### src/rtl/pulse_meter_pkg.sv
// Shared types and defaults for the pulse period meter.
// Optional feature macro used by the top: PULSE_METER_TIMEOUT_EN.
package pulse_meter_pkg;

  typedef enum logic {
    WAIT_FIRST = 1'b0,
    MEASURE    = 1'b1
  } state_t;

  localparam int DEF_W          = 8;
  localparam int DEF_EXPECTED_N = 4;
  localparam int DEF_TIMEOUT    = 64;

  // A finished sample may enter the result register only if the slot is free
  // or is being handed off in the same cycle.
  function automatic logic can_capture(input logic valid, input logic ready);
    return !valid || ready;
  endfunction

endpackage

### src/rtl/pulse_period_meter_rise_detect.sv
// Rising-edge detector: registers the pulse train and flags a 0->1 transition.
module rise_detect (
  input  logic clock,
  input  logic reset,
  input  logic in,
  output logic rise
);

  logic in_q;

  always_ff @(posedge clock) begin
    if (reset) in_q <= 1'b0;
    else       in_q <= in;
  end

  assign rise = in & ~in_q;

endmodule

### src/rtl/pulse_period_meter.sv
// Measures clocks between rising edges of `in` and offers each period on a
// valid/ready port. Optional no-edge timeout: define PULSE_METER_TIMEOUT_EN.
module pulse_period_meter
  import pulse_meter_pkg::*;
#(
  parameter int W          = DEF_W,
  parameter int EXPECTED_N = DEF_EXPECTED_N,
  parameter int TIMEOUT    = DEF_TIMEOUT
) (
  input  logic         clock,
  input  logic         reset,
  input  logic         in,
  output logic [W-1:0] period,
  output logic         match,
  output logic         sat,
  output logic         valid,
  input  logic         ready,
  output logic         overrun,
  output logic         timeout,
  output state_t       fsm_state
);

  // Handshake: a result transfers on a clock where valid && ready; while
  // valid is high and ready low, period/match/sat are held unchanged.

  localparam logic [W-1:0] CNT_MAX = {W{1'b1}};
  localparam logic [W-1:0] EXP_VAL = W'(EXPECTED_N);

  state_t         state, state_d;
  logic [W-1:0]   cnt, cnt_d;
  logic           sat_q, sat_d;
  logic           rise;
  logic           done;

  rise_detect u_rise (
    .clock (clock),
    .reset (reset),
    .in    (in),
    .rise  (rise)
  );

`ifdef PULSE_METER_TIMEOUT_EN
  localparam logic [W-1:0] TO_VAL = W'(TIMEOUT);
  logic timeout_q, timeout_d;

  always_ff @(posedge clock) begin
    if (reset) timeout_q <= 1'b0;
    else       timeout_q <= timeout_d;
  end

  assign timeout = timeout_q;
`else
  logic [W-1:0] unused_timeout;
  assign unused_timeout = W'(TIMEOUT);
  assign timeout        = 1'b0;
`endif

  always_ff @(posedge clock) begin
    if (reset) begin
      state <= WAIT_FIRST;
      cnt   <= '0;
      sat_q <= 1'b0;
    end else begin
      state <= state_d;
      cnt   <= cnt_d;
      sat_q <= sat_d;
    end
  end

  always_comb begin
    state_d = state;
    cnt_d   = cnt;
    sat_d   = sat_q;
    done    = 1'b0;
`ifdef PULSE_METER_TIMEOUT_EN
    timeout_d = timeout_q;
`endif
    case (state)
      WAIT_FIRST: begin
        if (rise) begin
          state_d = MEASURE;
          cnt_d   = W'(1);
          sat_d   = 1'b0;
        end
      end
      MEASURE: begin
        if (rise) begin
          done  = 1'b1;
          cnt_d = W'(1);
          sat_d = 1'b0;
        end
`ifdef PULSE_METER_TIMEOUT_EN
        else if (cnt == TO_VAL) begin
          timeout_d = 1'b1;
          state_d   = WAIT_FIRST;
          cnt_d     = '0;
          sat_d     = 1'b0;
        end
`endif
        else if (cnt != CNT_MAX) begin
          // Reaching the ceiling marks the sample as clipped.
          cnt_d = cnt + 1'b1;
          if (cnt == CNT_MAX - 1'b1) sat_d = 1'b1;
        end
      end
      default: state_d = WAIT_FIRST;
    endcase
  end

  always_ff @(posedge clock) begin
    if (reset) begin
      period  <= '0;
      match   <= 1'b0;
      sat     <= 1'b0;
      valid   <= 1'b0;
      overrun <= 1'b0;
    end else if (done) begin
      if (can_capture(valid, ready)) begin
        period <= cnt;
        sat    <= sat_q;
        match  <= (cnt == EXP_VAL) && !sat_q;
        valid  <= 1'b1;
      end else begin
        overrun <= 1'b1;
      end
    end else if (valid && ready) begin
      valid <= 1'b0;
    end
  end

  assign fsm_state = state;

endmodule
### config.mk
export PLATFORM = sky130hd
export DESIGN_NAME = pulse_period_meter
export DESIGN_NICKNAME = d
export VERILOG_FILES = /design/src/rtl/pulse_meter_pkg.sv /design/src/rtl/pulse_period_meter_rise_detect.sv /design/src/rtl/pulse_period_meter.sv
export SDC_FILE = /design/constraint.sdc
export NUM_CORES = 1
export LEC_CHECK = 0
export CAP_MARGIN = 5
export CORE_ASPECT_RATIO = 0.9
export CORE_MARGIN = 3
export CORE_UTILIZATION = 40
export DETAILED_ROUTE_END_ITERATION = 7
export GPL_ROUTABILITY_DRIVEN = 1
export PLACE_DENSITY_LB_ADDON = 0.1
export RECOVER_POWER = 25
export SKIP_LAST_GASP = 1
export SYNTH_ARGS = -nofsm -noshare
export SYNTH_HDL_FRONTEND = slang
export SYNTH_SLANG_ARGS = --single-unit
### constraint.sdc
create_clock -name clock -period 3.4 [get_ports clock]
set_input_delay 0.51 -clock clock [delete_from_list [all_inputs] [get_ports clock]]
set_output_delay 0.51 -clock clock [all_outputs]
set_load 0.01 [all_outputs]
==> summary by stage <==
Outcome
The flow ran to the end, and the final reports show no timing, DRC or antenna violations.

Floorplan
The I/O pin total is 18. The area of the core is 2320 sq um. The initial cell density of the core is 0.447.

The number of rows created at floorplan is 16. The floorplan step set the die width to 59.7 um. The die covers 3240 sq um. The vertical die dimension is 54.3 um.

Power and ir drop
The switching power of the nets is 0.000102 W. The part of the total power dissipated in combinational logic is 0.080. Of the total power, the clock network draws 0.280. In this run the power density over the cells is 367 nW/um^2.

The internal portion of the total power is 0.000336 W. Of the total power, the share spent switching nets is 0.234. Of the total power, registers draw 0.640.

The analysis attributes to cell leakage a power of 0.420 nW. The worst-case IR drop observed on VDD is 0.252 mV.

Worst setup path
Data on the critical path arrives at its endpoint at 2.35 ns. The maximum fanout along the worst path is 10. STA puts the critical path data required time at 3.57 ns. The critical path in this run is classified as in -> reg. STA classifies the critical path startpoint as an input port. The worst setup path is captured at a flop.

Placement
Summing all placed instances gives a cell area of ~1200 sq um. The congestion estimate from routability-driven global placement came to 0.813. Counting tap cells, the placed design contains a total of approximately 150 instances. The HPWL after detailed placement is 1.46 mm.

The number of port buffers is 16.

Timing
Setup repair after global routing left no endpoint under its margin. Of the available clock period, the critical path in the final layout requires 0.641. The number of failing hold endpoints at the final stage was 0. The transition time of the tightest slew-check pin is 1.05 ns. The aggregate negative setup slack is 0 ns. The total setup violations reported at the end of the flow is 0.

The routed design could run at a clock period as short as 2.18 ns. The timing-limited maximum frequency is 459 MHz. On the final layout, the worst clock skew is roughly 0.011 ns. In this run the tightest slew margin relative to its limit is 0.296. The final count of pins violating max slew is 0.

Cells and area
The final cell area excluding filler cells is 1190 sq um. The diode insertion count for antenna repair is 0. The area growth from synthesis to layout is 15.1%. In the final layout, the share of cells above drive strength 1 is 0.0560. After the flow finishes, the layout carries non-filler instances totaling 152. The number of nets at the end of the flow is approximately 130.

Detailed routing
The via-per-instance ratio is 5.35. The wire length reported by the detailed router is 2.05 mm. For this run, design rule violations remaining after detail routing come to 0. The number of nets with antenna violations after routing is 0. For this block, the via count after detailed routing is 813.

The first-pass iteration count of the detailed router is 4. The count of routing violations after the opening detailed-route iteration is 54. In the final routed layout, each cell accounts on average for approximately 14 um.

Yosys
By count the netlist is led by sky130_fd_sc_hd__dfxtp_1 (23), sky130_fd_sc_hd__nor2_1 (19), sky130_fd_sc_hd__mux2i_1 (9). The largest total area in the synthesized netlist belongs to sky130_fd_sc_hd__dfxtp_1. After technology mapping, the gate count stands at ~110. The mapped netlist covers about 1000 sq um. In the post-synthesis netlist, the cell with the most instances is sky130_fd_sc_hd__dfxtp_1. During synthesis, Yosys emitted a total of 0 warnings.

Counting flops with a built-in enable in the synthesized netlist gives 0. The count of unique library cells instantiated by Yosys is 33. Among all flip-flop cells after synthesis, the most frequent one is sky130_fd_sc_hd__dfxtp_1. By area the synthesized netlist is led by sky130_fd_sc_hd__dfxtp_1 (44%), sky130_fd_sc_hd__mux2i_1 (8.7%), sky130_fd_sc_hd__nor2_1 (6.9%). Counting flops and latches in the post-synthesis netlist gives 23.

The share of synthesized area in the top cell type comes to 0.444. For this run, the register share of the synthesized area comes to 0.444. After synthesis, the mean cell area works out to 9.26 sq um.

The share of async-settable or async-resettable flops after synthesis is 0. The number of nets handed over by synthesis was 119.

Clock tree
After clock tree synthesis, the flow added hold-fix buffers numbering 0. Clock-pin slew was measured on the worst setup and hold paths at approximately 0.11 ns. The number of buffers created by CTS is 3. The clock net sink count is 23. The buffers inserted during post-CTS setup optimization is 0. The worst-case clock buffer depth is 2. The total number of H-tree levels is 1. In this run the clock root is driven by a sky130_fd_sc_hd__clkbuf_4. TritonCTS built the clock tree. For the worst-skew pair, the clock arrives at the later sink with an insertion delay of 0.30 ns. In this run, post-CTS repair resized a total of 0 instances.

Min path
The path class of the lowest-slack min-delay path is reg -> reg.

Global routing
For this run, the total global-route usage over all layers was measured as 0.146. In the global route stage, met1 resource usage came out at 0.218. The routing usage on met2 is 0.191. The final global-route overflow total is 0. The via count of the first global-routing pass is 716. The global routing stage identified its most utilized layer as met1. The initial antenna violation count is 0.

The pin count of the biggest net entering global routing is 18. The wire length of the first global-routing pass is 3.51 mm. In the global route stage, met3 resource usage came out at 0.0542.

Flow run
The number of max-cap violations is 0.
[registers in the layout, indices dropped and copies added (netlist names)]
register     flops
cnt              8
fsm_state        1
match            1
overrun          1
period           8
sat              1
sat_q            1
u_rise.in_q      1
valid            1
[through the flow]
stage,util,hold WS [ns],setup WS [ns],power (W)
after global placement,0.511,0.463,1.31,0.000323
after CTS,0.523,0.500,1.29,0.000449
after floorplan,-,0.459,2.03,0.000313
final,0.514,0.494,1.22,0.000438
after global routing,0.514,0.522,1.10,0.000459
after detailed placement,0.511,0.466,1.30,0.000324
[path summary, 6_finish.rpt]
kind | slack, ns | cells after the start | startpoint | end
worst max register to register | 1.38 | 4 | fsm_state | period[2]
worst min-delay path | 0.49 | 2 | match | match
worst min register to register | 0.49 | 2 | match | match
worst max-delay path | 1.22 | 5 | in | period[2]
[layout by cell type (no fill, tap or decap), types with 2 or more instances in the layout]
cell | Yosys | final
sky130_fd_sc_hd__dfxtp_1 | 23 | 23
sky130_fd_sc_hd__ha_1 | 3 | 3
sky130_fd_sc_hd__mux2i_1 | 9 | 9
sky130_fd_sc_hd__nand2_1 | 4 | 4
sky130_fd_sc_hd__and4_1 | 2 | 2
sky130_fd_sc_hd__nor2_1 | 19 | 20
sky130_fd_sc_hd__clkdlybuf4s50_1 | 0 | 14
sky130_fd_sc_hd__nor3_1 | 4 | 4
sky130_fd_sc_hd__nand3_1 | 7 | 7
sky130_fd_sc_hd__dlygate4sd3_1 | 0 | 2
sky130_fd_sc_hd__o21ai_0 | 3 | 4
sky130_fd_sc_hd__nor4b_1 | 2 | 2
sky130_fd_sc_hd__nor2b_1 | 2 | 2
sky130_fd_sc_hd__a31oi_1 | 3 | 3
sky130_fd_sc_hd__clkbuf_4 | 0 | 3
sky130_fd_sc_hd__inv_1 | 4 | 4
sky130_fd_sc_hd__a21oi_1 | 5 | 5
[power by group through the flow]
| stage | combinational [W] | sequential (W) | clock, W |
|---|---|---|---|
| after floorplan | 0.0000292 | 0.000284 | 0 |
| after global placement | 0.0000362 | 0.000287 | 0 |
| after detailed placement | 0.0000367 | 0.000287 | 0 |
| after CTS | 0.0000369 | 0.000281 | 0.000131 |
| after global routing | 0.0000385 | 0.000282 | 0.000139 |
| final | 0.0000349 | 0.000281 | 0.000123 |
[cell families (layout without fill, tap and decap cells)]
| family | count (synthesis) | after routing | share of synthesized area |
|---|---|---|---|
| buffers and inverters | 11 | 24 | 0.0567 |
| DFF | 23 | 23 | 0.444 |
| adders and majority gates | 3 | 3 | 0.0362 |
| AOI/OAI and AO/OA | 16 | 16 | 0.101 |
| muxes | 9 | 9 | 0.0869 |
| xor gates and xnor gates | 1 | 1 | 0.00845 |
| and+or+nand+nor | 48 | 48 | 0.263 |
| other | 1 | 1 | 0.00362 |
[layout make-up]
| class | instances | area, sq um |
|---|---|---|
| Sequential cell | 23 | 460 |
| Multi-Input combinational cell | 78 | 498 |
| Inverter | 4 | 15.0 |
| Clock buffer | 4 | 26.3 |
| Timing Repair Buffer | 16 | 160 |
| Fill cell | 223 | 1130 |
| Tap cell | 27 | 33.8 |
[worst max-delay path: stages]
cell and delay (ns):
sky130_fd_sc_hd__dlygate4sd3_1 0.59, sky130_fd_sc_hd__nand3b_2 0.09, sky130_fd_sc_hd__nor2_1 0.81, sky130_fd_sc_hd__mux2i_1 0.29
sky130_fd_sc_hd__nor2_1 0.06
[metal layers]
| metal | up-vias | part of all wire |
|---|---|---|
| li1 | 416 | - |
| met1 | 378 | 0.52 |
| met2 | 17 | 0.42 |
| met3 | 2 | 0.055 |
| met4 | 0 | 0.0093 |
| met5 | - | 0 |
Note: power is estimated with default switching activity, not from simulation.
